### src/rtl/mem_bus_arbiter_if.sv
// rtl/mem_bus_arbiter_if.sv - requester and memory-bus signal bundle for mem_bus_arbiter
interface mem_bus_arbiter_if #(
    parameter int ADDRW  = 8,
    parameter int DATAW  = 8,
    parameter int BURSTW = 4
);
    logic              req_aes;
    logic [ADDRW-1:0]  addr_aes;
    logic [BURSTW-1:0] len_aes;
    logic              wr_aes;
    logic [DATAW-1:0]  wdata_aes;
    logic              req_sha;
    logic [ADDRW-1:0]  addr_sha;
    logic [BURSTW-1:0] len_sha;
    logic              wr_sha;
    logic [DATAW-1:0]  wdata_sha;
    logic              grant_aes;
    logic              grant_sha;
    logic              beat_done;
    logic              burst_done;
    logic              err;
    logic              bus_valid;
    logic              bus_wr;
    logic [ADDRW-1:0]  bus_addr;
    logic [DATAW-1:0]  bus_wdata;
    logic              bus_ack;

    modport slave (
        input  req_aes, addr_aes, len_aes, wr_aes, wdata_aes,
        input  req_sha, addr_sha, len_sha, wr_sha, wdata_sha,
        input  bus_ack,
        output grant_aes, grant_sha, beat_done, burst_done, err,
        output bus_valid, bus_wr, bus_addr, bus_wdata
    );

    modport master (
        output req_aes, addr_aes, len_aes, wr_aes, wdata_aes,
        output req_sha, addr_sha, len_sha, wr_sha, wdata_sha,
        output bus_ack,
        input  grant_aes, grant_sha, beat_done, burst_done, err,
        input  bus_valid, bus_wr, bus_addr, bus_wdata
    );
endinterface

### src/rtl/mem_bus_arbiter.sv
// rtl/mem_bus_arbiter.sv - round-robin burst arbiter sharing one memory bus between AES and SHA
module mem_bus_arbiter #(
    parameter int ADDRW   = 8,
    parameter int DATAW   = 8,
    parameter int BURSTW  = 4,
    parameter int TIMEOUT = 255
) (
    input  logic             clk,
    input  logic             rst_n,
    mem_bus_arbiter_if.slave bus
);
    localparam int CNTW = $clog2(TIMEOUT + 1);

    typedef enum logic [1:0] {IDLE, BUSY, RELEASE} state_t;

    state_t            state;
    logic              last_sha;
    logic              grant_aes_q;
    logic              grant_sha_q;
    logic              wr_q;
    logic              err_q;
    logic [ADDRW-1:0]  addr_q;
    logic [BURSTW-1:0] len_q;
    logic [BURSTW-1:0] idx;
    logic [CNTW-1:0]   wait_cnt;
    logic              busy;
    logic              last_beat;
    logic              timed_out;
    logic              pick_aes;

    assign busy      = (state == BUSY);
    assign last_beat = (idx == len_q);
    // Abort on the edge that would make the wait count reach TIMEOUT.
    assign timed_out = (wait_cnt == CNTW'(TIMEOUT - 1));
    assign pick_aes  = bus.req_aes && (!bus.req_sha || last_sha);

    always_ff @(posedge clk or negedge rst_n) begin
        if (!rst_n) begin
            state       <= IDLE;
            last_sha    <= 1'b1;
            grant_aes_q <= 1'b0;
            grant_sha_q <= 1'b0;
            wr_q        <= 1'b0;
            err_q       <= 1'b0;
            addr_q      <= '0;
            len_q       <= '0;
            idx         <= '0;
            wait_cnt    <= '0;
        end else begin
            err_q <= 1'b0;
            case (state)
                IDLE: begin
                    if (bus.req_aes || bus.req_sha) begin
                        grant_aes_q <= pick_aes;
                        grant_sha_q <= !pick_aes;
                        addr_q      <= pick_aes ? bus.addr_aes : bus.addr_sha;
                        len_q       <= pick_aes ? bus.len_aes  : bus.len_sha;
                        wr_q        <= pick_aes ? bus.wr_aes   : bus.wr_sha;
                        idx         <= '0;
                        wait_cnt    <= '0;
                        state       <= BUSY;
                    end
                end
                BUSY: begin
                    if (bus.bus_ack && !last_beat) begin
                        idx      <= idx + 1'b1;
                        addr_q   <= addr_q + 1'b1;
                        wait_cnt <= '0;
                    end else if (bus.bus_ack || timed_out) begin
                        // Completion and timeout both hand the bus back the same way.
                        err_q       <= !bus.bus_ack;
                        last_sha    <= grant_sha_q;
                        grant_aes_q <= 1'b0;
                        grant_sha_q <= 1'b0;
                        wr_q        <= 1'b0;
                        addr_q      <= '0;
                        idx         <= '0;
                        wait_cnt    <= '0;
                        state       <= RELEASE;
                    end else begin
                        wait_cnt <= wait_cnt + 1'b1;
                    end
                end
                RELEASE: state <= IDLE;
                default: state <= IDLE;
            endcase
        end
    end

    assign bus.grant_aes  = grant_aes_q;
    assign bus.grant_sha  = grant_sha_q;
    assign bus.bus_valid  = grant_aes_q | grant_sha_q;
    assign bus.bus_wr     = wr_q;
    assign bus.bus_addr   = addr_q;
    assign bus.err        = err_q;
    // Combinational so the owner can advance wdata on the same edge the beat is taken.
    assign bus.beat_done  = busy && bus.bus_ack;
    assign bus.burst_done = busy && bus.bus_ack && last_beat;
    assign bus.bus_wdata  = grant_aes_q ? bus.wdata_aes :
                            grant_sha_q ? bus.wdata_sha : '0;
endmodule

### src/flat_wrapper.sv
// flat-port wrapper written by rule: the top's interface ports become plain ports
module mem_bus_arbiter_flat 
#(
    parameter int ADDRW   = 8,
    parameter int DATAW   = 8,
    parameter int BURSTW  = 4,
    parameter int TIMEOUT = 255
)
  (clk, rst_n, bus_req_aes, bus_addr_aes, bus_len_aes, bus_wr_aes, bus_wdata_aes, bus_req_sha, bus_addr_sha, bus_len_sha, bus_wr_sha, bus_wdata_sha, bus_bus_ack, bus_grant_aes, bus_grant_sha, bus_beat_done, bus_burst_done, bus_err, bus_bus_valid, bus_bus_wr, bus_bus_addr, bus_bus_wdata);
  mem_bus_arbiter_if #(.ADDRW(ADDRW), .DATAW(DATAW), .BURSTW(BURSTW)) bus_i ();
  input  logic clk;
  input  logic rst_n;
  input wire logic [$bits(bus_i.req_aes)-1:0] bus_req_aes;
  input wire logic [$bits(bus_i.addr_aes)-1:0] bus_addr_aes;
  input wire logic [$bits(bus_i.len_aes)-1:0] bus_len_aes;
  input wire logic [$bits(bus_i.wr_aes)-1:0] bus_wr_aes;
  input wire logic [$bits(bus_i.wdata_aes)-1:0] bus_wdata_aes;
  input wire logic [$bits(bus_i.req_sha)-1:0] bus_req_sha;
  input wire logic [$bits(bus_i.addr_sha)-1:0] bus_addr_sha;
  input wire logic [$bits(bus_i.len_sha)-1:0] bus_len_sha;
  input wire logic [$bits(bus_i.wr_sha)-1:0] bus_wr_sha;
  input wire logic [$bits(bus_i.wdata_sha)-1:0] bus_wdata_sha;
  input wire logic [$bits(bus_i.bus_ack)-1:0] bus_bus_ack;
  output wire logic [$bits(bus_i.grant_aes)-1:0] bus_grant_aes;
  output wire logic [$bits(bus_i.grant_sha)-1:0] bus_grant_sha;
  output wire logic [$bits(bus_i.beat_done)-1:0] bus_beat_done;
  output wire logic [$bits(bus_i.burst_done)-1:0] bus_burst_done;
  output wire logic [$bits(bus_i.err)-1:0] bus_err;
  output wire logic [$bits(bus_i.bus_valid)-1:0] bus_bus_valid;
  output wire logic [$bits(bus_i.bus_wr)-1:0] bus_bus_wr;
  output wire logic [$bits(bus_i.bus_addr)-1:0] bus_bus_addr;
  output wire logic [$bits(bus_i.bus_wdata)-1:0] bus_bus_wdata;
  assign bus_i.req_aes = bus_req_aes;
  assign bus_i.addr_aes = bus_addr_aes;
  assign bus_i.len_aes = bus_len_aes;
  assign bus_i.wr_aes = bus_wr_aes;
  assign bus_i.wdata_aes = bus_wdata_aes;
  assign bus_i.req_sha = bus_req_sha;
  assign bus_i.addr_sha = bus_addr_sha;
  assign bus_i.len_sha = bus_len_sha;
  assign bus_i.wr_sha = bus_wr_sha;
  assign bus_i.wdata_sha = bus_wdata_sha;
  assign bus_i.bus_ack = bus_bus_ack;
  assign bus_grant_aes = bus_i.grant_aes;
  assign bus_grant_sha = bus_i.grant_sha;
  assign bus_beat_done = bus_i.beat_done;
  assign bus_burst_done = bus_i.burst_done;
  assign bus_err = bus_i.err;
  assign bus_bus_valid = bus_i.bus_valid;
  assign bus_bus_wr = bus_i.bus_wr;
  assign bus_bus_addr = bus_i.bus_addr;
  assign bus_bus_wdata = bus_i.bus_wdata;
  mem_bus_arbiter #(.ADDRW(ADDRW), .DATAW(DATAW), .BURSTW(BURSTW), .TIMEOUT(TIMEOUT)) u_core (.clk(clk), .rst_n(rst_n), .bus(bus_i));
endmodule
### config.mk
export PLATFORM = sky130hd
export DESIGN_NAME = mem_bus_arbiter_flat
export DESIGN_NICKNAME = d
export VERILOG_FILES = /design/src/rtl/mem_bus_arbiter_if.sv /design/src/rtl/mem_bus_arbiter.sv /design/src/flat_wrapper.sv
export SDC_FILE = /design/constraint.sdc
export NUM_CORES = 1
export LEC_CHECK = 0
export ABC_AREA = 1
export BUFFER_PORTS_ARGS = -buffer_cell sky130_fd_sc_hd__buf_4
export CORE_MARGIN = 4
export CORE_UTILIZATION = 40
export DETAILED_ROUTE_END_ITERATION = 7
export HOLD_SLACK_MARGIN = 0.1
export PLACE_DENSITY_LB_ADDON = 0.2
export SYNTH_ARGS = -nofsm -noshare
export SYNTH_HDL_FRONTEND = slang
export SYNTH_SLANG_ARGS = --single-unit
### constraint.sdc
create_clock -name clk -period 3.8 [get_ports clk]
set_clock_uncertainty 0.1 [all_clocks]
set_input_delay 0.95 -clock clk [delete_from_list [all_inputs] [get_ports clk]]
set_output_delay 0.95 -clock clk [all_outputs]
set_load 0.02 [all_outputs]
# ---- Word level (Yosys, flattened, before mapping)
# Cells that the tools add are included.
dict set report op_classes {
  add_sub_neg 3
  eq_ne 7
  n_mux 32
  n_bitwise 2
  n_reduce_logical 19
}
# op n
set ops {}
lappend ops {{$mux 8} 9}
lappend ops {{$pmux 8 s2} 2}
lappend ops {{$add 8x1->8 const B} 2}
lappend ops {{$mux 4} 4}
lappend ops {{$mux 1} 9}
lappend ops {{$reduce_and 3->1} 3}
lappend ops {{$eq 8x8->1 const B} 1}
lappend ops {{$pmux 4 s2} 1}
lappend ops {{$mux 2} 3}
lappend ops {{$pmux 1 s2} 3}
lappend ops {{$add 4x1->4 const B} 1}
lappend ops {{$eq 4x4->1} 1}
lappend ops {{$logic_and 1x1->1} 4}
lappend ops {{$logic_not 1->1} 4}
lappend ops {{$ne 2x2->1 const B} 2}
lappend ops {{$pmux 2 s2} 1}
lappend ops {{$reduce_and 2->1} 2}
lappend ops {{$reduce_and 4->1} 1}
lappend ops {{$logic_or 1x1->1} 3}
lappend ops {{$ne 3x3->1 const B} 1}
lappend ops {{$eq 2x1->1 const B} 1}
lappend ops {{$logic_not 2->1} 1}
lappend ops {{$ne 2x1->1 const B} 1}
lappend ops {{$reduce_bool 2->1} 1}
lappend ops {{2 further kinds} 2}
dict set report totals {
  regBits 31
  in_bits 47
  out_inout_bits 23
  wordCells 73
}

# ---- Logic depth before layout (Yosys ltp)
dict set report logic_depth {
  ltp_word 6
  mapped_depth 10
  mapped_depth_nobuf 10
}

# ---- Worst setup path before layout
# OpenSTA, ideal clock, no wires.
dict set report synth_path {
  path_kind {input to output}
  start {input bus_bus_ack}
  end {output bus_burst_done}
  t_arrival_ns 1.319
  slack_ns 1.431
  cell_stages 4
  path_cell_list {nand2_2 > inv_2 > nand3_1 > inv_1}
}
dict set report synth_via {
  elab_chain_len 2
}
# element line
set synth_lines {}
lappend synth_lines {{start: declaration} flat_wrapper.sv:23} ;# input wire logic [$bits(bus_i.bus_ack)-1:0] bus_bus_ack;
lappend synth_lines {{$logic_and 1x1->1 (2 in series)} mem_bus_arbiter.sv:98} ;# assign bus.burst_done = busy && bus.bus_ack && last_beat;
lappend synth_lines {{end: declaration} flat_wrapper.sv:27} ;# output wire logic [$bits(bus_i.burst_done)-1:0] bus_burst_done;
# No other way between the ends.

# ---- Worst setup path in the final report
# Ends and elaborated chain as after synthesis.

==> flow_metrics.env <==
export IMPL_overflow=0
export IMPL_htreeDepth=2
export IMPL_cts_max_path_buffers=2
export IMPL_ys_ff_latch=31
export IMPL_die_h_um=80.1
export IMPL_cts_hold_buf=0
export IMPL_detail_route_first_pass_iterations=4
export IMPL_worst_slew_pin_slew_ns=0.413
export IMPL_drt_iter0_markers=109
export IMPL_diodes=0
export IMPL_synth_area_mm2=0.00208
export IMPL_synthTopCellsByArea="dfrtp_1 (36%), nand2_1 (20%), nand3_1 (7.2%)"
export IMPL_timing_slew_headroom_pct=72.5
export IMPL_synthSimpleGateAreaFrac_pct=40.1
export IMPL_finalSetupViolCount=0
export IMPL_gp_congestion=0.871
export IMPL_grt_pass1_wl_um=8760
export IMPL_netlist_instances=294
export IMPL_start_kind="primary input"
export IMPL_drc=0
export IMPL_cts_sinks=31
export IMPL_dpl_cell_area_mm2=0.00264
export IMPL_wl_um=5250
export IMPL_worstPathMaxFanout=12
export IMPL_cts_buffers=5
export IMPL_post_cts_buffers=0
export IMPL_initial_core_util_pct=42.6
export IMPL_wl_per_cell_um=12.1
export IMPL_peakVddDrop_mv=0.302
export IMPL_clock_latency_ns=0.29
export IMPL_detail_route_antenna_nets=0
export IMPL_cts_tree="done"
export IMPL_viasPerCell=4.84
export IMPL_drive_gt1_share_pct=29.8
export IMPL_ys_async_sr_fraction_pct=100
export IMPL_yosysTopAreaCell="dfrtp_1"
export IMPL_synthToLayoutAreaGrowth_pct=31.7
export IMPL_timing_final_crit_share_pct=71.2
export IMPL_antenna_found_initial=0
export IMPL_path_class="primary input to output pin"
export IMPL_drv_slew=0
export IMPL_synth_compound_area_share_pct=8.97
export IMPL_grt_pass1_vias=1904
export IMPL_max_freq_mhz=370
export IMPL_synth_area_mux_share_pct=0
export IMPL_power_leakage_nw=1.47
export IMPL_final_common_cell="nand2_1"
export IMPL_fp_dieW_um=80.1
export IMPL_num_vias=2094
export IMPL_synth_top_area_share_pct=36.1
export IMPL_hold_viol=0
export IMPL_required_ns=2.75
export IMPL_syn_area_per_cell_um2=7.07
export IMPL_place_hpwl_um=3950
export IMPL_status="complete, no violations"
export IMPL_synth_xor_area_share_pct=2.95
export IMPL_ys_warn_count=0
export IMPL_synthFlopType="dfrtp_1"
export IMPL_layout_nets=416
export IMPL_rsz0062_at_grt="false"
export IMPL_finalSetupTns_ns=0
export IMPL_core_mm2=0.00488
export IMPL_rows=25
export IMPL_ys_types=32
export IMPL_cp_end_kind="output pin"
export IMPL_synth_seq_area_share_pct=37.4
export IMPL_boundaryPins=70
export IMPL_io_buffers=69
export IMPL_cts_root_buf="clkbuf_8"
export IMPL_path_clk_slew_ns=0.07
export IMPL_drv_cap=0
export IMPL_synth_adder_area_share_pct=2.41
export IMPL_die_area_mm2=0.00642
export IMPL_mostFrequentLayoutCells="nand2_1 (113), buf_4 (69), nand3_1 (30), dfrtp_1 (30), inv_1 (27)"
export IMPL_power_density_mw_per_mm2=695
export IMPL_hp_class="register to register"
export IMPL_synth_top_family_by_area="simple AND/OR/NAND/NOR gates"
export IMPL_synth_edf_count=0
export IMPL_grt_usage_pct=17.5
export IMPL_final_area_mm2=0.00274
export IMPL_synth_nets=345
export IMPL_cts_resized=0
export IMPL_crit_arrival_ns=1.65
export IMPL_fin_crit_ns=2.70
export IMPL_grt_max_degree=32
flip-flops by register name (all words and copies together), names as in the netlist:
register              count
u_core.bus.bus_addr       8
u_core.bus.bus_wr         1
u_core.bus.err            1
u_core.bus.grant_aes      1
u_core.bus.grant_sha      1
u_core.idx                4
u_core.last_sha           1
u_core.len_q              4
u_core.state              2
u_core.wait_cnt           8
final timing paths:
kind / startpoint / endpoint / slack, ns / cells after the start
worst max-delay path: bus_bus_ack / bus_burst_done / 1.10 / 6
min in group asynchronous: rst_n / u_core.bus.bus_addr[1] / 0.49 / 1
worst max register to register: u_core.last_sha / u_core.bus.bus_addr[3] / 2.03 / 10
worst min register to register: u_core.bus.bus_wr / u_core.bus.bus_wr / 0.40 / 2
worst min-delay path: u_core.bus.bus_wr / u_core.bus.bus_wr / 0.40 / 2
max in group asynchronous: rst_n / u_core.last_sha / 2.78 / 1
final cells by class:
| cell class | count | area (um^2) |
|---|---|---|
| sequential | 31 | 777 |
| timing repair buffer | 69 | 518 |
| multi-input combinational | 224 | 1130 |
| inverter | 34 | 128 |
| clock buffer | 8 | 100 |
| tap | 67 | 83.8 |
| fill | 479 | 2140 |
cell usage after synthesis, types with 2 or more instances:
cell / instances
clkbuf_1: 2
a21oi_1: 2
inv_2: 6
buf_4: 2
nand3b_1: 2
nand3_2: 2
nand2_1: 113
nand2_4: 3
dfrtp_1: 30
nor2_2: 6
o22ai_1: 5
xor2_1: 6
ha_1: 4
nand3_1: 30
a21oi_2: 4
nand2_2: 6
nand4_1: 3
inv_1: 27
nor2_4: 2
o21ai_0: 12
o21ai_1: 4
nor2_1: 13
metal layers:
layer  GRT usage, %  up-vias  routed length [um]
met1           23.2      941                2520
met4           8.28        0                  97
met2           26.1       65                2190
met3           4.93        9                 444
met5              0        -                   0
li1               -     1079                   -
per-stage QoR:
stage               total power [mW]  instances  worst slack [ns]  hold slack [ns]  util [%]
floorplan                       1.30        294              1.43            0.389         -
global placement                1.61        425              1.12            0.379      54.1
detailed placement              1.62        425              1.10            0.386      54.1
CTS                             1.92        433              1.10            0.401      56.1
global route                    2.07        433             0.986            0.434      56.1
finish                          1.90        433              1.10            0.400      56.1
cell families after synthesis:
family | after synthesis
DFF | 31
and+or+nand+nor | 182
AOI/OAI and AO/OA | 31
xor gates and xnor gates | 7
adders and majority gates | 4
buffers and inverters | 39
worst max-delay path, cell delays in order:
cell and delay, ns:
buf_4 0.10, nand2_2 0.06, inv_2 0.19, nand3_1 0.14
inv_1 0.08, buf_4 0.14
where the power goes:
group          leakage [nW]  switching [mW]  internal, mW  total [mW]
clock network        0.0515           0.126         0.165       0.291
logic                  1.02           0.641         0.394        1.04
registers             0.400           0.133         0.442       0.576
Power figures use the tool's default switching activity.
